### src/rtl/async_fifo_wr_ctrl.sv
// Write-domain controller for the asynchronous FIFO.
// Owns the binary/Gray write pointer, drives the memory write port and
// derives FULL, ALMOST_FULL, fill level and a sticky overflow flag from the
// read pointer that has already been synchronized into CLK.
module async_fifo_wr_ctrl #(
    parameter int ADDR_WIDTH = 3,
    parameter int AFULL_THR  = 6
) (
    input  logic                  CLK,
    input  logic                  RST,
    input  logic                  WR_INC,
    input  logic [ADDR_WIDTH:0]   RD_PTR_SYNC,
    input  logic                  OVF_CLR,
    output logic                  WR_EN,
    output logic [ADDR_WIDTH-1:0] WR_ADDR,
    output logic [ADDR_WIDTH:0]   WR_PTR_GRAY,
    output logic                  FULL,
    output logic                  ALMOST_FULL,
    output logic [ADDR_WIDTH:0]   WR_LEVEL,
    output logic                  OVERFLOW
);
    localparam int A = ADDR_WIDTH;
    localparam logic [A:0] AFULL_THR_W = (A+1)'(AFULL_THR);

    logic [A:0] wr_bin, wr_gray;
    logic [A:0] wr_bin_next, wr_gray_next;
    logic [A:0] rd_bin;
    logic [A:0] level_next;
    logic [A:0] full_cmp;
    logic       full_q, afull_q, ovf_q;
    logic [A:0] level_q;

    // FULL is registered, so a write in the cycle after FULL rises is refused.
    assign WR_EN = WR_INC & ~full_q;

    // Next pointer values: advance only on an accepted write.
    always_comb begin
        wr_bin_next  = wr_bin + {{A{1'b0}}, WR_EN};
        wr_gray_next = wr_bin_next ^ (wr_bin_next >> 1);
    end

    // Gray-to-binary of the synchronized read pointer: each bit is the XOR of itself and all higher Gray bits.
    always_comb begin
        rd_bin    = RD_PTR_SYNC;
        for (int i = A - 1; i >= 0; i--) begin
            rd_bin[i] = rd_bin[i+1] ^ RD_PTR_SYNC[i];
        end
    end

    // Occupancy from the (possibly stale) read pointer; modulo arithmetic survives the wrap.
    always_comb begin
        level_next = wr_bin_next - rd_bin;
        // Full when the pointers differ only in the wrap bit, expressed in Gray form.
        full_cmp   = {~RD_PTR_SYNC[A:A-1], RD_PTR_SYNC[A-2:0]};
    end

    // Pointer, flag and level registers; all clear asynchronously.
    always_ff @(posedge CLK or negedge RST) begin
        if (!RST) begin
            wr_bin  <= '0;
            wr_gray <= '0;
            level_q <= '0;
            full_q  <= 1'b0;
            afull_q <= 1'b0;
            ovf_q   <= 1'b0;
        end else begin
            wr_bin  <= wr_bin_next;
            wr_gray <= wr_gray_next;
            level_q <= level_next;
            full_q  <= (wr_gray_next == full_cmp);
            afull_q <= (level_next >= AFULL_THR_W);
            // A refused write sets the sticky flag; set wins over clear.
            if (WR_INC && full_q)
                ovf_q <= 1'b1;
            else if (OVF_CLR)
                ovf_q <= 1'b0;
        end
    end

    // The Gray pointer leaves straight from a flop so the crossing sees one-bit changes only.
    assign WR_ADDR     = wr_bin[A-1:0];
    assign WR_PTR_GRAY = wr_gray;
    assign FULL        = full_q;
    assign ALMOST_FULL = afull_q;
    assign WR_LEVEL    = level_q;
    assign OVERFLOW    = ovf_q;

endmodule
### config.mk
export PLATFORM = sky130hd
export DESIGN_NAME = async_fifo_wr_ctrl
export DESIGN_NICKNAME = d
export VERILOG_FILES = /design/src/rtl/async_fifo_wr_ctrl.sv
export SDC_FILE = /design/constraint.sdc
export NUM_CORES = 1
export LEC_CHECK = 0
export ABC_CLOCK_PERIOD_IN_PS = 5910
export CORE_UTILIZATION = 46
export DETAILED_ROUTE_END_ITERATION = 10
export GPL_ROUTABILITY_DRIVEN = 0
export PLACE_DENSITY_LB_ADDON = 0.08
export SLEW_MARGIN = 10
export SYNTH_ARGS = -nofsm -noshare
export SYNTH_HDL_FRONTEND = slang
export SYNTH_SLANG_ARGS = --single-unit
### constraint.sdc
create_clock -name CLK -period 5.91 [get_ports CLK]
set_input_delay 0.8865 -clock CLK [delete_from_list [all_inputs] [get_ports CLK]]
set_output_delay 0.8865 -clock CLK [all_outputs]
set_load 0.02 [all_outputs]
Word level (Yosys, flattened, before mapping)
Index checks and enable logic that the tools add are counted.
{ "totals": {"reg_bits": 15} }
{ "op_classes": {"n_addsub": 2, "magnitude_cmp": 1, "n_eq_ne": 1, "mux": 2, "bitwise_logic": 7, "n_reduce_logical": 2} }
{ "ops": {"columns": ["op", "count"], "rows": [
  ["$add A4 B1 Y4", 1],
  ["$eq A4 B4 Y1", 1],
  ["$ge A4 B3 Y1 const B", 1],
  ["$sub A4 B4 Y4", 1],
  ["$xor A4 B3 Y4", 1],
  ["$xor A1 B1 Y1", 3],
  ["$mux W1", 2],
  ["$not A2 Y2", 1],
  ["$reduce_bool A2 Y1", 1],
  ["$and A1 B1 Y1", 1],
  ["$logic_and A1 B1 Y1", 1],
  ["$not A1 Y1", 1]
]} }

Longest topological paths before layout
Gate-level depths: netlist of the first run.
{ "depth": {"ltp_word": 5, "ltp_mapped": 9, "ltp_nobuf": 9} }

Worst setup path before layout of the first run
No wires, ideal clock.
{ "synth_timing": {"path_type": "input -> register", "start": "in WR_INC", "end": "reg afull_q, in the netlist ALMOST_FULL", "setup_ns": 0.118, "t_arrival_ns": 2.871, "setup_slack_ns": 2.921, "stages": 9, "n_path_buf": 0, "path_cell_list": "nor2b_1 ha_1 ha_1 xor2_2 ha_1 a21oi_1 o21ai_0 xor3_1 a21o_1"} }
{ "synth_via": {"elab_chain_len": 4} }
{ "synth_rtl": {"columns": ["element", "line", "source"], "rows": [
  ["start, declared", "11", "input logic WR_INC,"],
  ["$and A1 B1 Y1", "34", "assign WR_EN = WR_INC & ~full_q;"],
  ["$add A4 B1 Y4", "38", "wr_bin_next = wr_bin + {{A{1'b0}}, WR_EN};"],
  ["net wr_bin_next[2]", "26", "logic [A:0] wr_bin_next, wr_gray_next;"],
  ["$sub A4 B4 Y4", "52", "level_next = wr_bin_next - rd_bin;"],
  ["net level_next[3]", "28", "logic [A:0] level_next;"],
  ["$ge A4 B3 Y1", "71", "afull_q <= (level_next >= AFULL_THR_W);"],
  ["end signal, assigned", "71", null],
  ["end, declared", "30", "logic full_q, afull_q, ovf_q;"]
]} }
The timed path passes the listed nets, and every way through them passes these cells.
A chain may end at the register's enable or synchronous reset.

Worst setup path after layout of the first run
Same ends and word-level chain as after synthesis.

==> results of run 1 <==
-- kinds of logic after synthesis --
family	Yosys count
flops	14
compound gates	5
xor+xnor	13
fa+ha+maj	6
buf+inv	7
simple gates	8
-- final cells by class --
class                   count  area (um2)
clock buffers               4       36.28
fillers                   106       379.1
inverters                   7       26.28
multi-input cells          32       302.8
flip-flops and latches     14       350.3
well taps                  15       18.77
repair buffers             22       220.2
-- routing by layer --
layer | track usage [%] | wire [um] | vias to the layer above
met1 | 20.28 | 500 | 201
met5 | 0 | 0 | -
met2 | 23.41 | 452 | 15
met3 | 3.333 | 57 | 2
li1 | - | - | 221
met4 | 10.00 | 11 | 0
-- power groups by stage --
stage / combinational (mW) / clock, mW / sequential [mW]
after floorplan: 0.201 / 0 / 0.240
after global placement: 0.400 / 0 / 0.176
after detailed placement: 0.410 / 0 / 0.177
after CTS: 0.411 / 0.0678 / 0.174
after global routing: 0.449 / 0.0709 / 0.180
final: 0.409 / 0.0653 / 0.174
-- path summary, 6_finish.rpt --
check	start	to	cells after the start
max	WR_INC	ALMOST_FULL	10
min	FULL	OVERFLOW	2
max reg2reg	FULL	ALMOST_FULL	9
min reg2reg	FULL	OVERFLOW	2
max in group asynchronous	RST	wr_bin[1]	1
min in group asynchronous	RST	wr_bin[2]	1
-- through the flow --
stage / util [%] / cell area, um2 / setup WS, ns / hold slack (ns)
floorplan: - / 679.4 / 2.921 / 0.5909
CTS: 71.58 / 954.7 / 2.798 / 0.5116
global placement: 68.86 / 918.4 / 2.590 / 0.4888
global route: 71.58 / 954.7 / 2.655 / 0.5585
detailed placement: 68.86 / 918.4 / 2.516 / 0.4911
finish: 71.58 / 954.7 / 2.808 / 0.5087
-- sequential cells by signal (all words and copies together), names as in the netlist --
| register | count |
|---|---|
| wr_bin | 4 |
| ALMOST_FULL | 1 |
| OVERFLOW | 1 |
| FULL | 1 |
| WR_PTR_GRAY | 3 |
| WR_LEVEL | 4 |
-- layout by cell type, fill, tap and decap left out, types with 2 or more instances in the layout --
cell / count
or3_1: 2
ha_1: 5
clkbuf_4: 3
nand3_1: 2
xnor2_1: 5
dfrtp_1: 14
xor2_2: 2
xor2_1: 5
inv_1: 7
o21ai_0: 2
nand2_1: 2
clkdlybuf4s50_1: 22
-- critical path, stage by stage --
cell and delay (ns):
clkdlybuf4s50_1 0.48, nor2b_1 0.17, ha_1 0.20, ha_1 0.20, xor2_2 0.35, ha_1 0.34
a21oi_1 0.14, o21ai_0 0.12, xor3_1 0.21, a21o_1 0.16
==> flow_metrics.py, run 1 <==
metrics = {
    "outcome": {
        "run_status": "finished clean",
    },
    "synthesis": {
        "synth_commonest_cells": "dfrtp_1, inv_1, ha_1, xnor2_1, xor2_1",
        "synth_ff_type": "dfrtp_1",
        "synth_top_family_by_area": "XOR/XNOR gates",
        "synthSimpleGateAreaFrac_pct": 6.814,
        "synth_edf_count": 0,
        "synthTopCellsByArea": "dfrtp_1, ha_1, xnor2_1, xor2_1, xor2_2",
        "synth_xor_area_share_pct": 21.18,
        "synth_most_common_cell": "dfrtp_1",
        "synth-compound-area-share_pct": 4.420,
        "synthArstFlopShare_pct": 100.0,
        "synthMuxAreaShare_pct": 0,
        "synth_top_area_share_pct": 51.57,
        "yosysTopAreaCell": "dfrtp_1",
        "seq_area_frac_synth_pct": 51.57,
        "syn-num-nets": 67,
        "synthCells": 53,
        "ys_types": 17,
        "yosysWarnings": 0,
        "netlist_area_um2": 679.4,
        "ys_ff_latch": 14,
        "synth.avg_cell_area_um2": 12.82,
        "synth-adder-area-share_pct": 12.15,
    },
    "timing": {
        "relSlewSlack_pct": 58.73,
        "fin_skew_ns": 0.001777,
        "clock.fmax_ghz": 0.3224,
        "period_share_pct": 52.48,
        "setup_violations": 0,
        "setup_tns_ns": 0,
        "finalHoldViolCount": 0,
        "drv_slew": 0,
        "worstMarginPinSlew_ns": 0.6171,
        "period_needed_ns": 3.102,
        "rsz0062_at_grt": "no",
    },
    "routing": {
        "final_antenna_net_count": 0,
        "drc": 0,
        "via_per_inst": 4.670,
        "dr.pass1.iters": 2,
        "dr_total_vias": 439,
        "drt-initial-drc-count": 3,
        "avgRoutedWirePerCell_um": 10.86,
        "totalWireLength_um": 1021,
    },
    "floorplanning": {
        "pin_count": 23,
        "dieArea_mm2": 0.001635,
        "core_area_mm2": 0.001334,
        "row_count": 13,
        "initial_core_util_pct": 50.94,
        "die_h_um": 40.43,
        "dieWidth_um": 40.43,
    },
    "clocking": {
        "numCtsBuffers": 3,
        "cts_resized": 0,
        "clock-sinks": 14,
        "path_clk_slew_ns": 0.08,
        "clk_latency_ns": 0.26,
        "root_buffer": "clkbuf_4",
        "ctsHtreeMaxLevel": 1,
        "hold_buffers": 0,
        "cts_tree": "yes",
        "clk_path_buf_depth": 2,
        "post_cts_buffers": 0,
    },
    "setup_path": {
        "path_max_fanout": 6,
        "cp.required_ns": 6.07,
        "critPathArrivalTime_ns": 3.27,
        "r2r_slack_ns": 3.53,
        "cp-start-kind": "input pin",
        "worstSetupPathType": "input pin to register",
        "end_kind": "register",
    },
    "placed_design": {
        "dp_hpwl_um": 844.5,
        "io_buffers": 22,
        "post-place-cells": 90,
    },
    "global_route": {
        "overflow": 0,
        "grt_pass1_wl_um": 1545,
        "track_usage_pct": 15.64,
        "grt_pass1_vias": 356,
        "grt_max_degree": 15,
        "antenna_found_initial": 0,
    },
    "final_layout": {
        "drive_gt1_share_pct": 8.861,
        "nets": 94,
        "syn_to_final_growth_pct": 40.52,
        "n_antenna_cell": 0,
        "stdcell_count": 94,
    },
    "power": {
        "seq_power_share_pct": 26.8,
        "p_per_area_mw_per_mm2": 678.6,
        "power.share.clock_pct": 10.1,
        "pwr-share-comb_pct": 63.1,
        "p_leak_nw": 0.4371,
        "intPower_mw": 0.3855,
        "finalPower_mw": 0.6478,
        "switching_share_pct": 40.49,
        "switchingPower_mw": 0.2623,
        "peakVddDrop_mv": 0.3999,
    },
    "worst_hold_path": {
        "hp-class": "register to register",
    },
    "flow_run": {
        "max-cap-violations": 0,
    },
}
Power figures use the tool's default switching activity.
==> inputs of run 2 (changes only) <==
Settings changed: ABC_CLOCK_PERIOD_IN_PS 5910 to 2650, CORE_UTILIZATION 46 to 39.
Clock period 5.91 ns to 2.65 ns, I/O delays scaled along.
==> run 2 against run 1 <==
Compared with the run above: the flow now finishes with violations (DRC); global-route usage up 0.53 points; cell count up 7.4%; non-clock buffer count up 6; sequential share of layout area down 1.7 points; via count up 6.2%; flip-flop and latch count unchanged; clock skew down 0.0013 ns; hold slack worse by 0.0086 ns; cell area up 4.8%; highest routed layer unchanged.
==> flow_metrics.py, run 2 (same netlist as run 1, synthesis figures left out) <==
metrics = {
    "clocking": {
        "path_clk_slew_ns": 0.08,
        "clk_path_buf_depth": 2,
        "ctsHtreeMaxLevel": 1,
        "clk_latency_ns": 0.27,
        "root_buffer": "clkbuf_4",
        "hold_buffers": 0,
        "cts_resized": 0,
        "numCtsBuffers": 3,
        "clock-sinks": 14,
        "cts_tree": "yes",
        "post_cts_buffers": 0,
    },
    "placed_design": {
        "post-place-cells": 97,
        "io_buffers": 22,
        "placed_cell_area_um2": 964.7,
        "dp_hpwl_um": 1028,
    },
    "timing": {
        "rsz0062_at_grt": "no",
        "drv_slew": 0,
        "period_share_pct": 89.86,
        "clock.fmax_ghz": 0.4199,
        "whs_ns": 0.5001,
        "setup_violations": 0,
        "period_needed_ns": 2.381,
        "setup_tns_ns": 0,
        "worstMarginPinSlew_ns": 0.6069,
        "fin_skew_ns": 0.0004287,
        "finalHoldViolCount": 0,
        "relSlewSlack_pct": 59.41,
    },
    "global_route": {
        "overflow": 0,
        "grt_pass1_vias": 514,
        "antenna_found_initial": 0,
        "track_usage_pct": 16.17,
        "grt_max_degree": 15,
        "grt_pass1_wl_um": 2187,
    },
    "power": {
        "intPower_mw": 0.9173,
        "power.share.clock_pct": 9.8,
        "peakVddDrop_mv": 1.081,
        "p_per_area_mw_per_mm2": 1522,
        "pwr-share-comb_pct": 64.5,
        "p_leak_nw": 0.4663,
        "switching_share_pct": 39.80,
        "switchingPower_mw": 0.6064,
        "seq_power_share_pct": 25.7,
    },
    "outcome": {
        "violations": "DRC",
        "run_status": "complete, but fails checks",
    },
    "setup_path": {
        "critPathArrivalTime_ns": 2.55,
        "end_kind": "register",
        "path_max_fanout": 3,
        "cp.required_ns": 2.82,
        "worstSetupPathType": "input pin to register",
        "cp-start-kind": "input pin",
    },
    "final_layout": {
        "fillers": 127,
        "drive_gt1_share_pct": 15.29,
        "stdcell_count": 101,
        "layout_common_cells": "clkdlybuf4s50_1, dfrtp_1, inv_1",
        "utilization_pct": 64.21,
        "regArea_um2": 350.3,
        "multi_input_area_um2": 302.8,
        "fin_area_mm2": 0.001001,
        "nets": 100,
        "syn_to_final_growth_pct": 47.33,
        "mostFrequentLayoutCell": "clkdlybuf4s50_1",
        "n_antenna_cell": 0,
    },
    "flow_run": {
        "max-cap-violations": 0,
    },
    "routing": {
        "drt-initial-drc-count": 4,
        "final_antenna_net_count": 0,
        "via_per_inst": 4.614,
        "avgRoutedWirePerCell_um": 12.09,
        "drc": 2,
        "dr.pass1.iters": 7,
        "totalWireLength_um": 1221,
        "dr_total_vias": 466,
    },
    "floorplanning": {
        "pin_count": 23,
        "core_area_mm2": 0.001559,
        "dieWidth_um": 43.74,
        "row_count": 14,
        "dieArea_mm2": 0.001913,
        "die_h_um": 43.74,
        "initial_core_util_pct": 43.58,
    },
    "worst_hold_path": {
        "hp-class": "input pin to asynchronous set/reset pin",
    },
}
[run 2: changes by cell type in the layout (fill, tap and decap cells not counted), sizes merged]
cell | before | now
buf | 0 | 6
[run 2: cell type report]
type,count,share of cell area (%)
inverter,7,2.625
timing repair buffer,28,26.50
tap,16,2.000
multi-input combinational,32,30.25
clock buffer,4,3.625
sequential,14,35.00
[run 2: per-stage QoR]
step	total power, mW	setup slack, ns
floorplan	0.9835	0.08287
global placement	1.353	0.01999
detailed placement	1.393	-0.03728
CTS	1.550	0.2456
global route	1.658	0.08355
finish	1.524	0.2687
[run 2: worst max-delay path, stage by stage]
cell and delay [ns]:
clkdlybuf4s50_1 0.41, nor2b_1 0.15, ha_1 0.20, ha_1 0.22, xor2_2 0.19, ha_1 0.32, nand2_1 0.05, o21ai_0 0.16
xor3_1 0.27, a21o_1 0.16
[run 2: power by group through the flow]
stage               registers, mW  logic (mW)  clock network (mW)
global route                0.408        1.09               0.164
finish                      0.392       0.982               0.149
detailed placement          0.400       0.993                   0
floorplan                   0.535       0.449                   0
CTS                         0.395        1.00               0.154
global placement            0.392       0.961                   0
[run 2: worst paths after layout]
check                        from              to  slack (ns)  depth (start not counted)
hold / removal                RST  WR_PTR_GRAY[2]        0.50                          1
max in group asynchronous     RST  WR_PTR_GRAY[0]        1.76                          1
min in group CLK             FULL        OVERFLOW        0.51                          2
setup / recovery           WR_INC     ALMOST_FULL        0.27                         10
hold reg to reg              FULL        OVERFLOW        0.51                          2
setup reg to reg             FULL     ALMOST_FULL        0.49                          9
[run 2: per-layer routing]
| metal | vias up | share of wire (%) | wire [um] | global-route usage (%) |
|---|---|---|---|---|
| met5 | - | 0 | 0 | 0 |
| met4 | 0 | 1.6 | 20 | 9.375 |
| met3 | 4 | 5.2 | 64 | 2.917 |
| met2 | 17 | 51 | 626 | 28.06 |
| met1 | 213 | 42 | 510 | 18.48 |
| li1 | 232 | - | - | - |
==> inputs of run 3 (changes only) <==
Settings changed: ABC_AREA from default to 0.
==> results of run 3 <==
Final layout, timing and power as in run 2 (identical DEF).
